### config.mk
export PLATFORM = sky130hd
export DESIGN_NAME = instr_write_sequencer
export DESIGN_NICKNAME = d
export VERILOG_FILES = /design/src/rtl/instr_mem_pkg.sv /design/src/rtl/instr_bundle_buf.sv /design/src/rtl/instr_write_sequencer.sv
export SDC_FILE = /design/constraint.sdc
export NUM_CORES = 1
export LEC_CHECK = 0
export CAP_MARGIN = 25
export CELL_PAD_IN_SITES_DETAIL_PLACEMENT = 1
export CELL_PAD_IN_SITES_GLOBAL_PLACEMENT = 2
export CORE_ASPECT_RATIO = 0.5
export CORE_MARGIN = 2
export CORE_UTILIZATION = 35
export DETAILED_ROUTE_END_ITERATION = 10
export GPL_TIMING_DRIVEN = 0
export PLACE_DENSITY = 0.83
export SYNTH_ARGS = -nofsm -noshare
export SYNTH_HDL_FRONTEND = slang
export SYNTH_SLANG_ARGS = --single-unit
### constraint.sdc
create_clock -name clk -period 5.38 [get_ports clk]
set_input_delay 0.538 -clock clk [delete_from_list [all_inputs] [get_ports clk]]
set_output_delay 0.538 -clock clk [all_outputs]
set_load 0.02 [all_outputs]
### src/rtl/instr_mem_pkg.sv
// ----------------------------------------------------------------------------
// instr_mem_pkg
//   Shared constants, FSM encoding and the bundle word selector used by the
//   instruction-RAM write sequencer and its bundle buffer.
//   No ports (package).
// ----------------------------------------------------------------------------
package instr_mem_pkg;

  localparam int WORD_W    = 32;
  localparam int MAX_WORDS = 6;
  localparam int QTY_W     = 3;
  localparam int ADDR_W    = 10;
  localparam int DEPTH     = 1 << ADDR_W;
  localparam int BUNDLE_W  = WORD_W * MAX_WORDS;

  // Sized copies so comparisons against narrow registers stay width-exact.
  localparam logic [QTY_W-1:0]  QTY_MAX   = QTY_W'(MAX_WORDS);
  localparam logic [ADDR_W:0]   DEPTH_CNT = (ADDR_W+1)'(DEPTH);

  typedef enum logic {
    IDLE  = 1'b0,
    WRITE = 1'b1
  } state_t;

  // Word idx of a packed bundle (word k lives in bits [32k+31:32k]).
  // Indices beyond the last word return zero.
  function automatic logic [WORD_W-1:0] word_sel(
    input logic [BUNDLE_W-1:0] bundle,
    input logic [QTY_W-1:0]    idx
  );
    logic [WORD_W-1:0] w;
    w = '0;
    for (int k = 0; k < MAX_WORDS; k++) begin
      if (idx == QTY_W'(k)) begin
        w = bundle[k*WORD_W +: WORD_W];
      end
    end
    return w;
  endfunction

endpackage

### src/rtl/instr_bundle_buf.sv
// ----------------------------------------------------------------------------
// instr_bundle_buf
//   Holds an accepted instruction bundle for the duration of its burst and
//   presents the word selected by the write index.
//   Ports:
//     clk      in   clock, rising edge
//     rst_n    in   asynchronous active-low reset
//     i_load   in   capture i_bundle on this edge
//     i_bundle in   packed bundle, word k in bits [32k+31:32k]
//     i_idx    in   word index to present
//     o_word   out  selected word (combinational from the capture register)
// ----------------------------------------------------------------------------
module instr_bundle_buf
  import instr_mem_pkg::*;
(
  input  logic                clk,
  input  logic                rst_n,
  input  logic                i_load,
  input  logic [BUNDLE_W-1:0] i_bundle,
  input  logic [QTY_W-1:0]    i_idx,
  output logic [WORD_W-1:0]   o_word
);

  logic [BUNDLE_W-1:0] r_bundle;

  // Captured once at acceptance so the loader may change its inputs freely
  // while the burst is in progress.
  always_ff @(posedge clk or negedge rst_n) begin
    if (!rst_n) begin
      r_bundle <= '0;
    end else if (i_load) begin
      r_bundle <= i_bundle;
    end
  end

  assign o_word = word_sel(r_bundle, i_idx);

endmodule

### src/rtl/instr_write_sequencer.sv
// ----------------------------------------------------------------------------
// instr_write_sequencer
//   Accepts a bundle of 1..6 instructions over valid/ready and writes it to a
//   single-port instruction RAM, one word per cycle, at an auto-incrementing
//   cursor. Tracks fill level, rejects malformed/overflowing bundles.
//   Ports:
//     clk, rst_n        clock / asynchronous active-low reset
//     clear             rewind cursor and fill (honoured in IDLE only)
//     in_valid/in_ready bundle handshake
//     in_instructions   packed bundle, word k in bits [32k+31:32k]
//     in_quantity       number of valid words (legal 1..6)
//     mem_we/addr/wdata RAM write port (addr/wdata zero when not writing)
//     cursor            next address to be written
//     fill              words written since reset/clear (0..1024)
//     full              fill == DEPTH
//     busy              burst in progress
//     done              pulse on the last write of a bundle
//     err_qty, err_ovf  one-cycle rejection pulses
// ----------------------------------------------------------------------------
module instr_write_sequencer
  import instr_mem_pkg::*;
(
  input  logic                clk,
  input  logic                rst_n,
  input  logic                clear,
  input  logic                in_valid,
  output logic                in_ready,
  input  logic [BUNDLE_W-1:0] in_instructions,
  input  logic [QTY_W-1:0]    in_quantity,
  output logic                mem_we,
  output logic [ADDR_W-1:0]   mem_addr,
  output logic [WORD_W-1:0]   mem_wdata,
  output logic [ADDR_W-1:0]   cursor,
  output logic [ADDR_W:0]     fill,
  output logic                full,
  output logic                busy,
  output logic                done,
  output logic                err_qty,
  output logic                err_ovf
);

  state_t            r_state;
  state_t            w_state_next;
  logic [ADDR_W-1:0] r_cursor;
  logic [ADDR_W:0]   r_fill;
  logic [QTY_W-1:0]  r_idx;
  logic [QTY_W-1:0]  r_qty;
  logic              r_err_qty;
  logic              r_err_ovf;

  logic              w_idle;
  logic              w_accept;
  logic              w_qty_bad;
  logic              w_qty_ovf;
  logic              w_start;
  logic              w_last;
  logic [ADDR_W:0]   w_room;
  logic [WORD_W-1:0] w_word;

  assign w_idle    = (r_state == IDLE);
  // rst_n is folded in so the handshake stays closed while reset is held.
  assign in_ready  = rst_n & w_idle & ~clear;
  assign w_accept  = in_valid & in_ready;

  assign w_qty_bad = (in_quantity == '0) || (in_quantity > QTY_MAX);
  assign w_room    = DEPTH_CNT - r_fill;
  assign w_qty_ovf = {{(ADDR_W+1-QTY_W){1'b0}}, in_quantity} > w_room;
  assign w_start   = w_accept & ~w_qty_bad & ~w_qty_ovf;

  assign w_last    = (r_state == WRITE) && (r_idx == r_qty - QTY_W'(1));

  instr_bundle_buf u_buf (
    .clk      (clk),
    .rst_n    (rst_n),
    .i_load   (w_start),
    .i_bundle (in_instructions),
    .i_idx    (r_idx),
    .o_word   (w_word)
  );

  // ---------------- FSM: state register ----------------
  always_ff @(posedge clk or negedge rst_n) begin
    if (!rst_n) begin
      r_state <= IDLE;
    end else begin
      r_state <= w_state_next;
    end
  end

  // ---------------- FSM: next state ----------------
  always_comb begin
    w_state_next = r_state;
    case (r_state)
      IDLE:    if (w_start) w_state_next = WRITE;
      WRITE:   if (w_last)  w_state_next = IDLE;
      default: w_state_next = IDLE;
    endcase
  end

  // ---------------- cursor / fill / index / error pulses ----------------
  always_ff @(posedge clk or negedge rst_n) begin
    if (!rst_n) begin
      r_cursor  <= '0;
      r_fill    <= '0;
      r_idx     <= '0;
      r_qty     <= '0;
      r_err_qty <= 1'b0;
      r_err_ovf <= 1'b0;
    end else begin
      // A rejected bundle is consumed, so the loader never stalls on a
      // full RAM; quantity errors take priority over overflow.
      r_err_qty <= w_accept & w_qty_bad;
      r_err_ovf <= w_accept & ~w_qty_bad & w_qty_ovf;
      if (r_state == IDLE) begin
        if (clear) begin
          r_cursor <= '0;
          r_fill   <= '0;
        end else if (w_start) begin
          r_qty <= in_quantity;
          r_idx <= '0;
        end
      end else begin
        // Cursor wraps naturally at DEPTH; fill accounting prevents overrun.
        r_cursor <= r_cursor + ADDR_W'(1);
        r_fill   <= r_fill + (ADDR_W+1)'(1);
        r_idx    <= r_idx + QTY_W'(1);
      end
    end
  end

  // ---------------- FSM: outputs (decoded from registers) ----------------
  always_comb begin
    mem_we    = 1'b0;
    mem_addr  = '0;
    mem_wdata = '0;
    done      = 1'b0;
    if (r_state == WRITE) begin
      mem_we    = 1'b1;
      mem_addr  = r_cursor;
      mem_wdata = w_word;
      done      = w_last;
    end
  end

  assign busy    = (r_state == WRITE);
  assign cursor  = r_cursor;
  assign fill    = r_fill;
  assign full    = (r_fill == DEPTH_CNT);
  assign err_qty = r_err_qty;
  assign err_ovf = r_err_ovf;

endmodule

[Yosys cells after proc, flatten, opt, wreduce, memory -nomap -nowiden]
Index checks and enable logic that the tools add are counted.
Storage, ports and cells
  register bits: 222
  output and inout port bits: 70
  logic and storage cells: 62
Operators by class
  add/subtract/negate cells: 5
  $lt $le $gt $ge: 2
  equal/unequal tests: 8
  multiplexer cells: 20
  bitwise operators: 11
  reductions and logical operators: 8
Operators by type and width (count)
  $mux W32: 7
  $mux W10: 3
  $mux W11: 2
  $add A11 B1 Y11 const B: 1
  $eq A11 B11 Y1 const B: 1
  $gt A3 B11 Y1: 1
  $sub A11 B11 Y11 const A: 1
  $add A10 B1 Y10 const B: 1
  $mux W3: 3
  $and A1 B1 Y1: 7
  $eq A3 B2 Y1 const B: 2
  $eq A3 B3 Y1 const B: 2
  $logic_not A3 Y1: 2
  $mux W1: 4
  $not A1 Y1: 4
  $reduce_bool A2 Y1: 2
  $add A3 B1 Y3 const B: 1
  $eq A3 B1 Y1 const B: 1
  $eq A3 B3 Y1: 1
  $gt A3 B3 Y1 const B: 1
  $reduce_and A3 Y1: 1
  $sub A3 B1 Y3 const B: 1
  $ne A2 B1 Y1 const B: 1
  $pmux W1 S2: 1
  3 further kinds: 3

[Depth between registers and ports, before layout]
Gate-level depths: netlist (run 1).
  depth after elaboration: 9
  gate-level depth with buffers: 12
  mapped depth without buffers: 9

[Cells and area by module]
A second synthesis (run 1) with hierarchy kept.
Unflattened totals
  cells, all modules: 832
  area, all modules: 10965.5 um^2
Modules (own cells, without submodules)
  instr_bundle_buf: times used 1, cells each 603, area each 8983.6 um^2, seq. area each 4804.6 um^2
  instr_write_sequencer: times used 1, cells each 229, area each 1981.9 um^2, seq. area each 750.7 um^2

[Least setup slack after synthesis (run 1)]
Ideal clock, no wire load.
  kind: reg-to-reg
  start: register r_fill[0], in the netlist fill[0]
  end: register r_qty[1]
  library setup time: 0.125 ns
  arrival time: 2.714 ns
  path slack: 2.541 ns
  cell stages (with the launch flop): 12
  buffers on the path: 3
  clock period less this slack: 2.839 ns
  cell sequence: dfrtp_1 -> inv_1 -> ha_1 -> or3b_4 -> nand2b_4 -> nor4b_4 -> a22o_4 -> a31oi_1 -> buf_6 -> buf_6 -> buf_6 -> mux2_4
Between the ends
  cells in the longest elaborated chain, start to end: 5
Ends and longest elaborated chain
  start: declaration: RTL line instr_write_sequencer.sv:45  | logic [ADDR_W:0] r_fill;
  start signal: assignment: RTL line instr_write_sequencer.sv:125  | r_fill <= r_fill + (ADDR_W+1)'(1);
  $sub A11 B11 Y11: RTL line instr_write_sequencer.sv:66  | assign w_room = DEPTH_CNT - r_fill;
  $gt A3 B11 Y1: RTL line instr_write_sequencer.sv:67  | assign w_qty_ovf = {{(ADDR_W+1-QTY_W){1'b0}}, in_quantity} > w_room;
  $not A1 Y1: RTL line instr_write_sequencer.sv:68  | assign w_start = w_accept & ~w_qty_bad & ~w_qty_ovf;
  $and A1 B1 Y1: RTL line instr_write_sequencer.sv:68
  $reduce_and A3 Y1 (no source line)
  end signal: assignment: RTL line instr_write_sequencer.sv:119  | r_qty <= in_quantity;
  end: declaration: RTL line instr_write_sequencer.sv:47  | logic [QTY_W-1:0] r_qty;
No other way between the ends.
A chain may end at the register's enable or synchronous reset.

[Worst setup path in the final report (run 1)]
  start: register r_idx[1]
  end: output mem_wdata[19]
Between the ends
  cells in the longest elaborated chain, start to end: 8
  elaborated cells between the ends (all ways): 13
Ends and longest elaborated chain
  start: declaration: RTL line instr_write_sequencer.sv:46  | logic [QTY_W-1:0] r_idx;
  start signal: assignment: RTL line instr_write_sequencer.sv:126  | r_idx <= r_idx + QTY_W'(1);
  $logic_not A3 Y1: RTL line instr_mem_pkg.sv:34  | if (idx == QTY_W'(k)) begin
  $mux W32 (5 in series): RTL line instr_mem_pkg.sv:34
  $mux W32 *: RTL line instr_mem_pkg.sv:34
  $mux W32 *: RTL line instr_write_sequencer.sv:137  | if (r_state == WRITE) begin
  end: declaration: RTL line instr_write_sequencer.sv:32  | output logic [WORD_W-1:0] mem_wdata,
Every way passes the cells marked *; elsewhere a longest branch is shown, timed or not.

==> results of run 1 <==
-- registers in the layout (all words and copies together) (netlist names) --
register / count
busy: 1
cursor: 10
err_ovf: 1
err_qty: 1
fill: 11
r_idx: 3
r_qty: 3
u_buf.r_bundle: 192
-- synth_stat cells (2+ instances only) --
master / n / area, um^2
buf_2: 10 / 50.1
nand2b_1: 8 / 50.1
nand3_1: 17 / 85.1
xor2_1: 6 / 52.6
mux2i_1: 5 / 50.1
a21oi_1: 34 / 170
nor4_1: 2 / 12.5
nor2_1: 41 / 154
ha_1: 12 / 150
and4_1: 2 / 17.5
o21ai_0: 47 / 235
nor3_1: 4 / 20.0
a22oi_1: 63 / 473
xnor2_1: 5 / 43.8
and2_1: 13 / 81.3
o211ai_1: 3 / 22.5
inv_1: 12 / 45.0
clkbuf_1: 35 / 131
mux2_4: 105 / 1580
dfrtp_1: 222 / 5560
o31ai_1: 4 / 30.0
mux2_2: 90 / 1010
buf_6: 15 / 169
nand2_1: 21 / 78.8
o22ai_1: 2 / 12.5
a31oi_1: 2 / 12.5
a211oi_1: 34 / 255
nor2b_1: 3 / 18.8
and3_1: 6 / 37.5
-- worst max-delay path: stages, from the launching register on --
cell	delay [ps]
dfrtp_1	430
inv_1	80
ha_1	250
nand2b_1	190
nor2_1	370
clkbuf_1	530
a22oi_1	190
a211oi_1	370
a21oi_1	70
o21ai_0	250
clkdlybuf4s50_1	660
-- cells in the final DEF, fill, tap and decap left out, types with 2 or more instances in the layout --
cell and instances:
nand2_1 21, inv_1 12, xnor2_1 5, clkinv_2 3, nor4_1 2, and3_1 6
and2_1 13, clkbuf_1 41, buf_2 10, and4_1 2, mux2i_1 5, clkbuf_16 23
nand2b_1 8, clkdlybuf4s50_1 267, xor2_1 6, o21ai_0 47, a22oi_1 63, o211ai_1 3
a31oi_1 2, a211oi_1 34, ha_1 12, nor3_1 4, diode_2 7, nor2b_1 3
nor2_1 41, mux2_2 90, nand3_1 17, dfrtp_1 222, buf_6 15, o22ai_1 2
a21oi_1 34, clkbuf_8 6, o31ai_1 4, mux2_4 105
-- routing by layer --
metal	vias up	global-route usage, %	wire, um
li1	3631	-	-
met3	58	2.78	800
met2	125	39.3	18100
met1	4124	27.1	14800
met4	0	7.00	1080
met5	-	0	0
-- area by class of cell --
type	instances	area (um^2)
sequential	222	5560
multi-input combinational	537	4750
clock inverter	6	73.8
timing repair buffer	269	2720
fill	3126	15500
inverter	12	45.0
tap	399	499
clock buffer	35	681
antenna	7	17.5
buffer	62	363
-- per-stage QoR --
step / area, um^2 / setup TNS, ps / total power [mW]
global route: 14700 / 0 / 8.12
finish: 14700 / 0 / 7.67
detailed placement: 13900 / 0 / 6.04
CTS: 14700 / 0 / 7.73
global placement: 13900 / -2338540 / 5.90
floorplan: 10700 / 0 / 4.84
-- final timing paths --
path	endpoint	cells after the start	from	slack, ps
min in group clk	u_buf.r_bundle[101]$_DFFE_PN0P_	1	u_buf.r_bundle[101]$_DFFE_PN0P_	510
worst max register to register	u_buf.r_bundle[164]$_DFFE_PN0P_	11	fill[0]$_DFFE_PN0P_	2340
worst min-delay path	u_buf.r_bundle[183]$_DFFE_PN0P_	1	rst_n	80
worst min register to register	u_buf.r_bundle[101]$_DFFE_PN0P_	1	u_buf.r_bundle[101]$_DFFE_PN0P_	510
max in group asynchronous	u_buf.r_bundle[160]$_DFFE_PN0P_	2	rst_n	4220
worst max-delay path	mem_wdata[19]	10	r_idx[1]$_DFFE_PN0P_	910
-- cells by family (layout without fill, tap and decap cells) --
kind of cell / count (synthesis) / count (layout) / synth area share (%)
mux: 200 / 200 / 24.6
other cells: 0 / 7 / 0
xor+xnor: 11 / 11 / 0.899
fa+ha+maj: 12 / 12 / 1.40
flops: 222 / 222 / 51.8
simple gates: 121 / 121 / 5.70
buf+inv: 74 / 384 / 3.81
compound gates: 193 / 193 / 11.7
-- power breakdown --
group	internal [mW]	switching [mW]	total, mW
clock network	0.928	0.712	1.64
registers	2.45	0.493	2.94
logic	1.66	1.43	3.09
total	5.04	2.63	7.67
==> flow_summary.yaml, run 1 <==
worst_setup_path:
  criticalPathCategory: "reg -> out"
  endpoint_kind: "primary output"
  required_ps: 4840
  worstPathMaxFanout: 10
  startpoint_type: "flip-flop"
  crit_arrival_ps: 3930
grt:
  grt_remaining_overflow: 0
  grt_pass1_wl_um: 53300
  antenna_found_initial: 7
  grt_util_all_layers_pct: 21.7
  grt_pass1_vias: 8958
  grt_max_degree: 113
yosys:
  ys.flop_type: "dfrtp_1"
  synth_seq_cells: 222
  synth-edff-count: 0
  synth_area_um2: 10700
  synth_nets: 1044
  synth-async-reset-ratio_pct: 100
  seq_area_frac_synth_pct: 51.8
  postSynthCellCount: 833
  syn_area_per_cell_um2: 12.9
  ys_warn_count: 0
  synth_cell_types: 39
place:
  dp.cells: 1501
  gp_congestion: 0.822
  dp_hpwl_um: 26000
  place_worst_setup_slack_ps: 1530
  numPortBuffers: 268
sta:
  maxSlewViolCount: 0
  fmax_mhz: 224
  setup_violations: 0
  hold_slack_ps: 81.9
  finClkSkew_ps: 23.3
  setup_ws_ps: 912
  hold_viol: 0
  relSlewSlack_pct: 42.6
  worst_pin_slew_ps: 861
  rsz0062_at_grt: "no"
  fin_crit_sh_pct: 83.0
  min_period_ps: 4470
power_and_ir_drop:
  p_per_area_nw_per_um2: 522
  p_leak_nw: 6.09
  ir_worst_vdd_mv: 0.244
cts:
  clk_latency_ps: 540
  cts_hold_buf: 0
  htreeDepth: 1
  cts_buffers: 23
  cts_tree: "yes"
  root_buffer: "clkbuf_16"
  cts_setup_buffers: 0
  post_cts_resize_count: 0
  cts_buffer_depth: 3
  cts.sinks: 222
  path_clk_slew_ps: 70
detailed_routing:
  route.detailed.drc: 0
  via_per_inst: 5.12
  antenna_left: 0
  totalWireLength_um: 34800
  drt_first_pass_iters: 4
  drt-wirelength-per-cell_um: 22.5
  drtIter0Drc: 412
  via_count: 7938
die:
  fp.dieW_um: 251
  dieArea_um2: 32100
  die-height_um: 128
  io_pins: 269
  coreArea_um2: 30200
  rows: 45
  start_util_pct: 35.4
final_layout:
  fin_nets: 1338
  drive_gt1_share_pct: 23.1
  fin_util_pct: 48.6
  syn2layout_area_growth_pct: 37.2
  fin_cells: 1549
min_path:
  holdCritPathClass: "in -> async"
flow_run:
  cap_violations: 0
status:
  status: "finished clean"
(Power assumes the default switching activity.)
==> run 2: changes to the inputs <==
--- a/config.mk
+++ b/config.mk
@@ -10,10 +10,10 @@
 export CELL_PAD_IN_SITES_GLOBAL_PLACEMENT = 2
 export CORE_ASPECT_RATIO = 0.5
 export CORE_MARGIN = 2
-export CORE_UTILIZATION = 35
+export CORE_UTILIZATION = 30
 export DETAILED_ROUTE_END_ITERATION = 10
 export GPL_TIMING_DRIVEN = 0
-export PLACE_DENSITY = 0.83
+export PLACE_DENSITY = 0.76
 export SYNTH_ARGS = -nofsm -noshare
 export SYNTH_HDL_FRONTEND = slang
 export SYNTH_SLANG_ARGS = --single-unit
==> constraint.sdc (replaced) <==
create_clock -name clk -period 3.65 [get_ports clk]
set_input_delay 0.365 -clock clk [delete_from_list [all_inputs] [get_ports clk]]
set_output_delay 0.365 -clock clk [all_outputs]
set_load 0.02 [all_outputs]
==> flow_summary.yaml, run 2 (synthesis gave the netlist of run 1 again) <==
sta:
  min_period_ps: 3470
  fmax_mhz: 288
  tns_ps: 0
  finClkSkew_ps: 21.3
  fin_crit_sh_pct: 95.0
  hold_viol: 0
  worst_pin_slew_ps: 905
  maxSlewViolCount: 0
  setup_violations: 0
  relSlewSlack_pct: 39.7
  rsz0062_at_grt: "yes"
die:
  start_util_pct: 30.8
  dieArea_um2: 37300
  io_pins: 269
  fp.dieW_um: 271
  die-height_um: 138
  coreArea_um2: 34800
  rows: 48
grt:
  grt_pass1_vias: 8935
  grt_max_degree: 117
  grt_util_all_layers_pct: 18.8
  antenna_found_initial: 8
  grt_remaining_overflow: 0
  grt_pass1_wl_um: 54200
final_layout:
  regMostFlops: "u_buf.r_bundle"
  syn2layout_area_growth_pct: 39.8
  fin_nets: 1338
  final_common_cell: "clkdlybuf4s50_1"
  layout_common_cells: "clkdlybuf4s50_1, dfrtp_1, mux2_4"
  n_fill_cell: 3694
  largest_reg_flops: 192
  drive_gt1_share_pct: 26.3
power_and_ir_drop:
  power.total_mw: 11.5
  p_per_area_nw_per_um2: 770
  ir_worst_vdd_mv: 0.268
  p_leak_nw: 6.45
worst_setup_path:
  worstPathMaxFanout: 10
  endpoint_kind: "primary output"
  startpoint_type: "flip-flop"
  criticalPathCategory: "reg -> out"
  crit_arrival_ps: 3100
  required_ps: 3280
cts:
  cts_buffer_depth: 3
  root_buffer: "clkbuf_16"
  htreeDepth: 1
  cts_buffers: 24
  cts_tree: "yes"
  clk_latency_ps: 540
  cts.sinks: 222
  path_clk_slew_ps: 60
detailed_routing:
  route.detailed.drc: 0
  drtIter0Drc: 378
  antenna_left: 0
  totalWireLength_um: 36000
  drt_first_pass_iters: 5
  drt-wirelength-per-cell_um: 22.1
  via_per_inst: 4.89
  via_count: 7969
flow_run:
  cap_violations: 0
min_path:
  holdCritPathClass: "in -> reg"
place:
  gp_congestion: 0.818
  numPortBuffers: 268
  dp_hpwl_um: 26600
status:
  status: "finished clean"
[run 2: cell types whose count changed in the layout (fill, tap and decap cells not counted), sizes merged]
cell / change
clkdlybuf4s50: -30
dlygate4sd2: +20
dlymetal6s2s: +8
clkbuf: -7
clkinv: +5
bufinv: +3
diode: +2
buf: +1
clkdlybuf4s15: +1
clkinvlp: +1
dlygate4sd3: +1
inv: -1
[run 2: path summary, 6_finish.rpt]
check                                                   to                            start  depth (start not counted)  slack, ps
min reg2reg                u_buf.r_bundle[157]$_DFFE_PN0P_  u_buf.r_bundle[157]$_DFFE_PN0P_                          1        510
max in group asynchronous  u_buf.r_bundle[164]$_DFFE_PN0P_                            rst_n                          3       2030
min in group asynchronous  u_buf.r_bundle[186]$_DFFE_PN0P_                            rst_n                          2        540
min                                      err_qty$_DFF_PN0_                         in_valid                          3        420
max                                           mem_wdata[0]             r_idx[1]$_DFFE_PN0P_                          8        180
max reg2reg                u_buf.r_bundle[167]$_DFFE_PN0P_              fill[0]$_DFFE_PN0P_                         11        640
[run 2: layer usage]
layer  share of wire (%)  track usage [%]  vias to the layer above
met5                   0                0                        -
met4                 2.4             5.62                        0
met3                 2.4             2.53                       51
met2                  52             34.1                      113
met1                  43             23.6                     4189
li1                    -                -                     3616
[run 2: cell type report]
cell class | instances | area, um^2 | share of cell area (%)
well taps | 475 | 594 | 3.97
clock inverters | 14 | 190 | 1.27
multi-input cells | 537 | 4780 | 31.9
plain buffers | 60 | 393 | 2.62
inverters | 12 | 45.0 | 0.301
diodes | 9 | 22.5 | 0.150
clock buffers | 30 | 683 | 4.56
flip-flops and latches | 222 | 5560 | 37.1
repair buffers | 270 | 2720 | 18.1
[run 2: stage by stage]
step / std cells / setup slack, ps / instance area (um^2) / utilization (%) / hold WS (ps)
3_3_place_gp: 1576 / -7430 / 14000 / 40.2 / 490
3_5_place_dp: 1577 / -111 / 14000 / 40.3 / 495
6_report: 1629 / 182 / 15000 / 43.0 / 421
4_1_cts: 1622 / 2.05 / 14900 / 42.9 / 415
2_1_floorplan: 833 / 811 / 10700 / - / 69.4
5_1_grt: 1628 / -20.3 / 15000 / 43.0 / 424
[run 2: what timing repair did]
action | CTS | global route
hold buffers | 1 | 0
resized for setup | 51 | 18
setup buffers | 0 | 0
setup endpoints to repair | 32 | 16
hold endpoints to repair | 114 | 0
[run 2: report_power, final]
| group | switching [mW] | internal (mW) | total [mW] |
|---|---|---|---|
| registers | 0.737 | 3.61 | 4.35 |
| logic | 2.13 | 2.37 | 4.50 |
| clock network | 1.07 | 1.62 | 2.69 |
| total | 3.94 | 7.60 | 11.5 |
[run 2: worst max-delay path, stage by stage, from the launching register on]
cell	delay [ps]
dfrtp_1	430
inv_1	90
ha_1	250
nand2b_1	240
nor2_4	240
clkbuf_2	310
a22oi_1	210
o21ai_0	130
clkdlybuf4s50_1	680
